<file path="src/rtl/fetch_queue.sv">
// fetch_queue
//   Decoupling buffer between the IF and ID stages. Each valid {pc, instruction}
//   fetch is captured into a DEPTH-entry circular FIFO. One entry per cycle is
//   presented to ID as the registered id_pc / id_instruction / id_no_op bundle.
//   When the queue is empty and ID is accepting, a fetch bypasses the array and
//   reaches ID one edge later. A flush discards every queued fetch.
//
// Ports
//   clk             single clock, rising edge
//   rst             synchronous active-high reset
//   if_no_op        1 = pc/instruction this cycle are not a valid fetch
//   pc, instruction fetched PC and instruction word
//   flush           discard all queued and in-flight instructions
//   hazard_control  ID-side control: NORMAL / NO_OP / RETRY (others = NORMAL)
//   id_no_op        registered; 1 = ID must not execute id_instruction
//   id_pc           registered PC presented to ID
//   id_instruction  registered instruction presented to ID
//   queue_full      count == DEPTH
//   queue_empty     count == 0
//   queue_count     registered occupancy

`ifndef ISA_WIDTH
`define ISA_WIDTH 32
`endif
`ifndef HAZD_CTL_WIDTH
`define HAZD_CTL_WIDTH 2
`endif
`ifndef HAZD_CTL_NORMAL
`define HAZD_CTL_NORMAL 2'd0
`endif
`ifndef HAZD_CTL_NO_OP
`define HAZD_CTL_NO_OP 2'd1
`endif
`ifndef HAZD_CTL_RETRY
`define HAZD_CTL_RETRY 2'd2
`endif

module fetch_queue #(
    parameter int DEPTH     = 4,
    parameter int ISA_WIDTH = `ISA_WIDTH
) (
    input  logic                       clk,
    input  logic                       rst,
    input  logic                       if_no_op,
    input  logic [ISA_WIDTH-1:0]       pc,
    input  logic [ISA_WIDTH-1:0]       instruction,
    input  logic                       flush,
    input  logic [`HAZD_CTL_WIDTH-1:0] hazard_control,
    output logic                       id_no_op,
    output logic [ISA_WIDTH-1:0]       id_pc,
    output logic [ISA_WIDTH-1:0]       id_instruction,
    output logic                       queue_full,
    output logic                       queue_empty,
    output logic [$clog2(DEPTH):0]     queue_count
);

    localparam int AW = $clog2(DEPTH);
    localparam logic [AW:0] FULL_CNT = (AW+1)'(DEPTH);

    logic [ISA_WIDTH-1:0] mem_pc  [DEPTH];
    logic [ISA_WIDTH-1:0] mem_ins [DEPTH];
    logic [AW-1:0]        wp, rp;
    logic [AW:0]          count;

    logic is_normal, is_retry;
    logic push_req, push_ok;
    logic do_pop, do_bypass, do_write;

    always_comb begin
        is_retry  = (hazard_control == `HAZD_CTL_RETRY);
        // anything that is neither NO_OP nor RETRY behaves as NORMAL
        is_normal = !is_retry && (hazard_control != `HAZD_CTL_NO_OP);
        push_req  = !if_no_op;
        // acceptance is judged on the registered count, not on a same-cycle pop
        push_ok   = push_req && (count < FULL_CNT);
        do_pop    = is_normal && (count != '0);
        do_bypass = is_normal && (count == '0) && push_req;
        // a bypassed fetch goes straight to ID and never touches the array
        do_write  = push_ok && !(is_normal && (count == '0));
    end

    always_ff @(posedge clk) begin
        if (!rst && !flush && do_write) begin
            mem_pc[wp]  <= pc;
            mem_ins[wp] <= instruction;
        end
    end

    always_ff @(posedge clk) begin
        if (rst) begin
            count          <= '0;
            wp             <= '0;
            rp             <= '0;
            id_no_op       <= 1'b1;
            id_pc          <= '0;
            id_instruction <= '0;
        end else if (flush) begin
            count    <= '0;
            wp       <= '0;
            rp       <= '0;
            id_no_op <= 1'b1;
        end else begin
            if (do_write)
                wp <= wp + 1'b1;

            if (do_pop) begin
                rp             <= rp + 1'b1;
                id_pc          <= mem_pc[rp];
                id_instruction <= mem_ins[rp];
                id_no_op       <= 1'b0;
            end else if (do_bypass) begin
                id_pc          <= pc;
                id_instruction <= instruction;
                id_no_op       <= 1'b0;
            end else if (!is_retry) begin
                id_no_op <= 1'b1;
            end

            case ({do_write, do_pop})
                2'b10:   count <= count + 1'b1;
                2'b01:   count <= count - 1'b1;
                default: count <= count;
            endcase
        end
    end

    assign queue_full  = (count == FULL_CNT);
    assign queue_empty = (count == '0);
    assign queue_count = count;

endmodule

</file>
<file path="config.mk">
export PLATFORM = sky130hd
export DESIGN_NAME = fetch_queue
export DESIGN_NICKNAME = d
export VERILOG_FILES = /design/src/rtl/fetch_queue.sv
export SDC_FILE = /design/constraint.sdc
export NUM_CORES = 1
export LEC_CHECK = 0
export BUFFER_PORTS_ARGS = -buffer_cell sky130_fd_sc_hd__buf_2
export CAP_MARGIN = 20
export CORE_AREA = 2 2 191 137
export CTS_CLUSTER_DIAMETER = 200
export DETAILED_ROUTE_END_ITERATION = 6
export DIE_AREA = 0 0 193 139
export HOLD_SLACK_MARGIN = 0.02
export PLACE_DENSITY = 0.86
export SKIP_CTS_REPAIR_TIMING = 1
export SLEW_MARGIN = 5
export SYNTH_ARGS = -nofsm -noshare
export SYNTH_HDL_FRONTEND = slang
export SYNTH_SLANG_ARGS = --single-unit
</file>
<file path="constraint.sdc">
create_clock -name clk -period 3.2 [get_ports clk]
set_input_delay 0.32 -clock clk [delete_from_list [all_inputs] [get_ports clk]]
set_output_delay 0.32 -clock clk [all_outputs]
set_load 0.03 [all_outputs]
</file>
==> results.cfg <==
[outcome]
status = finished, final reports clean

[timing]
hold_violations = 0
fmax_mhz = 391
worstMarginPinSlew_ns = 1.00
slew_violations = 0
fin_crit_sh_pct = 79.9
fin_skew_ns = 0.0125
tns_ns = 0
fin_crit_ns = 2.56
rsz0062_at_grt = false
setup_viol = 0
relSlewSlack_pct = 33.3

[pwr]
leakage_nw = 5.19
peakVddDrop_uv = 496
power_mw = 9.33
p_per_area_mw_per_mm2 = 606

[yosys]
yosysWarnings = 0
syn_inst = 762
async_flop_share_pct = 0
syn_avg_cell_area_sq_um = 17.1
syn_nets = 839
yosys-top-cells-count = 256 x edfxtp_1, 128 x nand2_1, 74 x dfxtp_1, 69 x a21oi_1, 64 x mux4_2
yosysUniqueCellTypes = 33
synth.area.top_cells = edfxtp_1 59%, dfxtp_1 11%, mux4_2 11%
synth_seq_cells = 330
synth.most_common_cell = edfxtp_1
synth_edf_count = 256
yosysSeqAreaShare_pct = 70.5
synth_ff_type = edfxtp_1
yosys.area.top_type = edfxtp_1
syn_area_sq_mm = 0.0130
synth_top_area_share_pct = 59.1

[place]
port_buffers = 139
globalplace.congestion = 0.753
hpwl_um = 16900

[floorplan]
fp.dieArea_sq_mm = 0.0268
die_h_um = 139
io_pins = 140
rows = 49
start_util_pct = 51.7
die_w_um = 193
core_area_sq_mm = 0.0251

[cts]
cts_tree = yes
clock_latency_ns = 0.55
cts_root_buffer = clkbuf_16
cts_buffers = 30
clock_sinks = 330
clockBufferDepth = 3
cts_max_level = 1
path_clk_slew_ns = 0.07

[critical_path]
r2r_setup_slack_ns = 0.64
critPathArrivalTime_ns = 3.03
crit_fanout = 7
crit_path_end_kind = flip-flop
reg2reg_depth = 9
critPathCapture = queue_count[2]
r2r_start = queue_count[0]
startpoint_type = flip-flop
crit-reg2reg-capture = queue_count[2]
critPathKind = reg -> reg
cp.required_ns = 3.67
critPathLaunch = queue_count[0]

[routing]
ant_nets = 0
dr.pass1.iters = 5
vias = 7440
detail_route.vias_per_cell = 5.84
wl_per_cell_um = 22.3
wirelength_um = 28400
initialDrtViolationCount = 614
drc = 0

[final_layout]
drive_above_1_share_pct = 35.8
fillCellCount = 1847
finalNetCount = 996
final_util_pct = 61.3
synthToLayoutAreaGrowth_pct = 18.4

[grt]
antenna_found_initial = 1
grt_usage_pct = 21.2
grt_pass1_vias = 7521
grt_max_degree = 67
grt_overflow_total = 0
grt_pass1_wl_um = 43500

[worst_hold_path]
hold_path_class = in -> reg
hold_depth = 1
min_from = pc[23]

[run]
maxCapViolations = 0
[worst min-delay path by stage]
stage,to
5_1_grt,mem_pc[1][7]
3_5_place_dp,flip-flop
6_report,mem_pc[0][23]
4_1_cts,mem_pc[0][20]
2_1_floorplan,mem_ins[0][0]
3_3_place_gp,flip-flop
[through the flow]
stage | area (sq um) | hold slack, ns | worst slack [ns] | instances
final | 15400 | 0.0163 | 0.642 | 1275
after detailed placement | 14100 | 0.490 | 0.321 | 1191
after floorplan | 13000 | 0.419 | 0.133 | 762
after global routing | 15400 | 0.0211 | 0.508 | 1274
after global placement | 14100 | 0.460 | 0.408 | 1191
after CTS | 15100 | -0.0135 | 0.629 | 1247
[worst max-delay path, cell delays in order (launching register included)]
cell and delay [ns]:
dfxtp_1 0.40, or3b_2 0.55, and2_1 0.24, inv_1 0.07, ha_1 0.18, inv_1 0.06, fa_1 0.37, xor2_1 0.16
or3_1 0.30, a21oi_1 0.16
[cells in the final DEF, fill, tap and decap left out, types with 6 or more instances in the layout]
master,Yosys,final
a21oi_1,69,69
bufinv_16,0,6
clkbuf_1,32,7
clkbuf_16,0,31
inv_1,9,8
buf_2,9,138
nand2_1,128,128
mux4_2,64,64
a311oi_2,60,60
buf_4,2,11
buf_12,0,6
clkinv_2,0,7
dlygate4sd3_1,0,27
edfxtp_1,256,256
dfxtp_1,74,72
nor2_1,7,7
ha_1,6,6
[report_power, final]
group | total (mW) | internal (mW) | switching (mW)
clock | 3.80 | 2.26 | 1.54
combinational | 0.783 | 0.269 | 0.514
sequential | 4.75 | 4.70 | 0.0513
total | 9.33 | 7.23 | 2.10
[state kept, by name, summed over array words and instances (netlist names), named ones only]
signal and count:
id_no_op 1, mem_pc 128, mem_ins 128, rp 2, wp 2, id_pc 32, id_instruction 32, queue_count 3
[kinds of logic (layout without fill, tap and decap cells)]
logic type / Yosys count / in the layout / share of synthesized area (%)
buffers and inverters: 66 / 247 / 2.46
multiplexers: 64 / 64 / 11.1
AO/OA/AOI/OAI: 139 / 139 / 10.2
XOR/XNOR: 3 / 3 / 0.202
adder cells (fa/ha/maj): 7 / 7 / 0.731
other: 0 / 1 / 0
AND/OR/NAND/NOR: 153 / 153 / 4.79
flip-flops: 330 / 330 / 70.5
[layout make-up]
cell class                      instances  area [sq um]  area share (%)
Multi-Input combinational cell        366          3550            23.1
Timing Repair Buffer                  182          1160            7.56
Sequential cell                       330          9180            59.6
Antenna cell                            1          2.50          0.0163
Clock inverter                         18           250            1.63
Tap cell                              331           414            2.69
Clock buffer                           38           802            5.21
Inverter                                9          33.8           0.219
[per-layer routing]
metal	GRT usage [%]	share of wire (%)	vias to the layer above
met5	0	0	-
met3	3.62	7.4	39
met4	4.78	2.0	0
met1	30.8	42	3783
met2	33.8	49	307
li1	-	-	3311
(Power assumes the default switching activity.)
